===== config.mk =====
export PLATFORM = sky130hd
export DESIGN_NAME = dcache_pmem_burst_adapter
export DESIGN_NICKNAME = d
export VERILOG_FILES = /design/src/rtl/dcache_pmem_burst_adapter.sv
export SDC_FILE = /design/constraint.sdc
export NUM_CORES = 1
export LEC_CHECK = 0
export ABC_AREA = 1
export CAP_MARGIN = 20
export CORE_AREA = 2 2 275 277
export DETAILED_ROUTE_END_ITERATION = 7
export DIE_AREA = 0 0 277 279
export PLACE_DENSITY = 0.58
export SLEW_MARGIN = 20
export SYNTH_ARGS = -nofsm -noshare
export SYNTH_HDL_FRONTEND = slang
export SYNTH_SLANG_ARGS = --single-unit

===== constraint.sdc =====
create_clock -name clk -period 23.1 [get_ports clk]
set_clock_uncertainty 0.05 [all_clocks]
set_input_delay 4.62 -clock clk [delete_from_list [all_inputs] [get_ports clk]]
set_output_delay 4.62 -clock clk [all_outputs]
set_load 0.01 [all_outputs]

===== src/rtl/dcache_pmem_burst_adapter.sv =====
// dcache_pmem_burst_adapter: serialises whole-line pmem read/write requests into
// fixed-length beat bursts on a narrow memory port, answering with a one-cycle pmem_resp.
module dcache_pmem_burst_adapter #(
    parameter int ADDR_WIDTH  = 32,
    parameter int OFFSET_BITS = 5,
    parameter int LINE_WIDTH  = 256,
    parameter int BURST_WIDTH = 64
) (
    input  logic                   clk,
    input  logic                   rst,
    input  logic [ADDR_WIDTH-1:0]  pmem_address,
    input  logic                   pmem_read,
    input  logic                   pmem_write,
    input  logic [LINE_WIDTH-1:0]  pmem_wdata,
    output logic [LINE_WIDTH-1:0]  pmem_rdata,
    output logic                   pmem_resp,
    output logic [ADDR_WIDTH-1:0]  burst_address,
    output logic                   burst_read,
    output logic                   burst_write,
    output logic [BURST_WIDTH-1:0] burst_wdata,
    input  logic [BURST_WIDTH-1:0] burst_rdata,
    input  logic                   burst_resp
);
    localparam int BEATS = LINE_WIDTH / BURST_WIDTH;
    localparam int CW = $clog2(BEATS);
    localparam logic [CW-1:0] LAST = CW'(BEATS - 1);
    localparam logic [ADDR_WIDTH-1:0] ALIGN = {ADDR_WIDTH{1'b1}} << OFFSET_BITS;
    typedef enum logic [1:0] {IDLE, READ, WRITE, DONE} state_t;
    state_t                r_state;
    logic [CW-1:0]         r_cnt;
    logic [LINE_WIDTH-1:0] r_wbuf;
    // pmem_rdata doubles as the read line buffer, so it only moves on read beats
    always_ff @(posedge clk or posedge rst) begin
        if (rst) begin
            r_state       <= IDLE;
            r_cnt         <= '0;
            r_wbuf        <= '0;
            pmem_rdata    <= '0;
            pmem_resp     <= 1'b0;
            burst_address <= '0;
            burst_read    <= 1'b0;
            burst_write   <= 1'b0;
        end else begin
            case (r_state)
                IDLE: begin
                    if (pmem_read) begin
                        burst_address <= pmem_address & ALIGN;
                        burst_read    <= 1'b1;
                        r_state       <= READ;
                    end else if (pmem_write) begin
                        burst_address <= pmem_address & ALIGN;
                        r_wbuf        <= pmem_wdata;
                        burst_write   <= 1'b1;
                        r_state       <= WRITE;
                    end
                end
                READ: begin
                    if (burst_resp) begin
                        pmem_rdata[r_cnt*BURST_WIDTH +: BURST_WIDTH] <= burst_rdata;
                        r_cnt <= (r_cnt == LAST) ? '0 : r_cnt + 1'b1;
                        if (r_cnt == LAST) begin
                            burst_read <= 1'b0;
                            pmem_resp  <= 1'b1;
                            r_state    <= DONE;
                        end
                    end
                end
                WRITE: begin
                    if (burst_resp) begin
                        r_cnt <= (r_cnt == LAST) ? '0 : r_cnt + 1'b1;
                        if (r_cnt == LAST) begin
                            burst_write <= 1'b0;
                            pmem_resp   <= 1'b1;
                            r_state     <= DONE;
                        end
                    end
                end
                default: begin
                    pmem_resp <= 1'b0;
                    r_state   <= IDLE;
                end
            endcase
        end
    end
    assign burst_wdata = r_wbuf[r_cnt*BURST_WIDTH +: BURST_WIDTH];
endmodule

==> results_tabular.tex <==
\begin{tabular}{lr}
\hline
Metric & Value \\
\hline
\multicolumn{2}{l}{\textbf{CTS}} \\
\quad Clock latency of the later-clocked register in the worst-skew pair & 0.61 ns \\
\quad Cts repair resizes & 0 \\
\quad Max Root-Sink Buffers & 3 \\
\quad Setup bufs post-CTS & 0 \\
\quad Clock root cell & sky130\_fd\_sc\_hd\_\_clkbuf\_16 \\
\quad Clock transition at the register clock pins on the worst setup and hold paths after CTS & 0.06 ns \\
\quad Clock buffer count from CTS & 61 \\
\quad Clk sinks & 546 \\
\quad TritonCTS clock tree & yes \\
\quad H-Tree Level Count & 2 \\
\quad CTS Hold Buffers Added & 0 \\
\multicolumn{2}{l}{\textbf{Synthesis}} \\
\quad Warning count from the yosys run & 0 \\
\quad Mean instance size in the synthesized netlist & 8.59 µm² \\
\quad Number of distinct standard cells referenced by the synthesized netlist & 26 \\
\quad Cell area after synthesis & 23500 µm² \\
\quad Sequential element share of the synthesized area & 0.580 \\
\quad Number of register bits inferred by synthesis & 546 \\
\quad Number of instances in the synthesized netlist & 2742 \\
\multicolumn{2}{l}{\textbf{Setup path}} \\
\quad Largest fanout of any net on the critical path & 59 \\
\quad Required @ worst endpoint & 18.43 ns \\
\quad Crit Path Class & register to primary output \\
\quad Type of origin of the critical path & register \\
\quad CP Data Arrival Time & 4.10 ns \\
\quad Worst Setup End Kind & primary output \\
\multicolumn{2}{l}{\textbf{Placement}} \\
\quad Placed wire-length estimate after detailed placement & 57200 µm \\
\quad RD Place Congestion & 0.853 \\
\quad Cell total after placement & 4250 \\
\quad Worst slack, placed & 14.77 ns \\
\quad I/O Buffers & 701 \\
\multicolumn{2}{l}{\textbf{Cells and area}} \\
\quad Signed area change from the synthesized netlist to the final layout & 41.0\% \\
\quad Filler cell count & 7376 \\
\quad Net count of the finished layout & 3713 \\
\quad Most frequent cells in the layout & 701 x sky130\_fd\_sc\_hd\_\_clkdlybuf4s50\_1, 684 x sky130\_fd\_sc\_hd\_\_nand2\_1, 579 x sky130\_fd\_sc\_hd\_\_o21ai\_0 \\
\quad Fraction of final layout cells sized beyond drive strength 1 & 0.0515 \\
\quad Leading cell type in the layout, fill and taps excluded & sky130\_fd\_sc\_hd\_\_clkdlybuf4s50\_1 \\
\quad End-of-flow core utilization & 0.448 \\
\quad Post-layout instance count excluding filler cells & 4376 \\
\multicolumn{2}{l}{\textbf{Route}} \\
\quad Vias after detailed routing & 20713 \\
\quad Drc violations & 0 \\
\quad Post-DR wirelength/cell & 19.4 µm \\
\quad Initial DRC Count & 1396 \\
\quad First-pass detailed-route iteration total & 5 \\
\quad Mean number of vias per cell & 4.73 \\
\quad Remaining number of nets flagged by the antenna check after routing & 0 \\
\quad Aggregate routed wire length & 85000 µm \\
\multicolumn{2}{l}{\textbf{Run}} \\
\quad Count of maximum capacitance violations & 0 \\
\multicolumn{2}{l}{\textbf{Power and ir drop}} \\
\quad Power per unit of standard cell area & 129 nW/µm² \\
\quad Cell leakage power & 0.0158 µW \\
\quad Overall Power & 4280 µW \\
\quad Peak ir drop on the vdd network & 0.0705 mV \\
\multicolumn{2}{l}{\textbf{Floorplan}} \\
\quad Die Height & 279 µm \\
\quad Core Rows & 100 \\
\quad Number of ports placed on the die boundary & 712 \\
\quad Floorplan die area & 77300 µm² \\
\quad Starting density of the core & 0.318 \\
\quad Die Span X & 277 µm \\
\quad CORE AREA & 74100 µm² \\
\multicolumn{2}{l}{\textbf{Timing}} \\
\quad Count of final hold-check violations & 0 \\
\quad Final sum of negative setup slack & 0 ns \\
\quad Share of the cycle needed by the critical path after routing & 0.380 \\
\quad Number of slew-limit violations in the final report & 0 \\
\quad Smallest setup slack after layout & 14.33 ns \\
\quad Final setup vio count & 0 \\
\quad Worst slew margin relative to its limit & 0.262 \\
\quad Slew @ Worst Pin & 1.11 ns \\
\quad Max Clock Freq & 0.114 GHz \\
\quad RSZ-0062 raised after global routing & no \\
\quad Clock period minus worst slack & 8.77 ns \\
\multicolumn{2}{l}{\textbf{Outcome}} \\
\quad Result of the run & completed \\
\multicolumn{2}{l}{\textbf{Global route}} \\
\quad Met2 demand-to-capacity share in global routing & 0.363 \\
\quad Met3 track utilization from global routing & 0.0708 \\
\quad Pin count of the biggest net entering global routing & 169 \\
\quad Busiest layer in global routing & met2 \\
\quad Overall Global Routing Usage & 0.217 \\
\quad Vias in the first global route & 20612 \\
\quad Global-route wire length before repair & 130000 µm \\
\quad Number of antenna violations at the first check in global routing & 22 \\
\quad Global route total overflow & 0 \\
\quad Met1 Resource Use GR & 0.264 \\
\multicolumn{2}{l}{\textbf{Hold path}} \\
\quad Hold WC Path Type & register to register \\
\hline
\end{tabular}
[layer usage]
metal,vias up,share of wire
li1,9991,-
met1,9866,0.40
met2,681,0.47
met3,153,0.086
met4,22,0.034
met5,-,0.0017
[synth_stat cells (all sizes together)]
cell / number / area share
o22ai: 58 / 0.015
ha: 11 / 0.0058
dfrtp: 546 / 0.58
a21oi: 16 / 0.0036
nand4: 1 / 0.00027
clkbuf: 80 / 0.013
o21ai: 625 / 0.14
nand2: 688 / 0.11
buf: 110 / 0.027
nand3: 132 / 0.029
conb: 1 / 0.00016
nor2: 167 / 0.029
inv: 306 / 0.049
o21bai: 1 / 0.00032
[final timing paths]
kind                                         from                           to  slack (ns)  depth (start not counted)
hold / removal             r_wbuf[95]$_DFFE_PP0P_       r_wbuf[95]$_DFFE_PP0P_        0.42                          2
max in group asynchronous                     rst       r_wbuf[83]$_DFFE_PP0P_       16.26                          4
min in group asynchronous                     rst  pmem_rdata[179]$_DFFE_PP0P_        4.49                          2
setup reg to reg             r_cnt[0]$_DFFE_PP0P_  pmem_rdata[118]$_DFFE_PP0P_       18.13                          8
setup / recovery             r_cnt[0]$_DFFE_PP0P_              burst_wdata[63]       14.33                          5
hold reg to reg            r_wbuf[95]$_DFFE_PP0P_       r_wbuf[95]$_DFFE_PP0P_        0.42                          2
[state kept, by name, summed over array words and instances (netlist names)]
register       cells
burst_write        1
burst_read         1
r_state            2
r_wbuf           256
pmem_resp          1
pmem_rdata       256
r_cnt              2
burst_address     27
[cells by family (layout without fill, tap and decap cells)]
kind of cell | after synthesis | in the layout | share of synthesized area
other cells | 1 | 16 | 0.000159
compound gates | 700 | 700 | 0.157
buf+inv | 496 | 1146 | 0.0889
flops | 546 | 546 | 0.580
simple gates | 988 | 988 | 0.168
fa+ha+maj | 11 | 11 | 0.00584
[layout make-up]
class / count / area [µm²] / share of cell area
clock inverters: 14 / 191 / 0.00577
well taps: 969 / 1210 / 0.0365
diodes: 11 / 27.5 / 0.000829
flip-flops and latches: 546 / 13700 / 0.412
inverters: 306 / 1160 / 0.0350
multi-input cells: 1704 / 7810 / 0.235
repair buffers: 726 / 7240 / 0.218
clock buffers: 100 / 1890 / 0.0568
[metrics by stage]
step | hold WS [ns] | area [µm²]
2_1_floorplan | 0.398 | 23600
3_3_place_gp | 0.410 | 31100
3_5_place_dp | 0.415 | 31100
4_1_cts | 0.431 | 33100
5_1_grt | 0.441 | 33200
6_report | 0.424 | 33200
[worst max-delay path, stage by stage (launching register included)]
cell                              delay (ns)
sky130_fd_sc_hd__dfrtp_4                0.86
sky130_fd_sc_hd__buf_4                  0.65
sky130_fd_sc_hd__buf_4                  0.72
sky130_fd_sc_hd__nor2_1                 0.10
sky130_fd_sc_hd__o21ai_0                0.32
sky130_fd_sc_hd__clkdlybuf4s50_1        0.71
[where the power goes]
part	switching, µW	internal, µW	leakage [µW]
sequential	203	1310	0.00712
clock	407	599	0.00102
combinational	1000	759	0.00768
total	1610	2670	0.0158
Note: power is estimated with default switching activity, not from simulation.
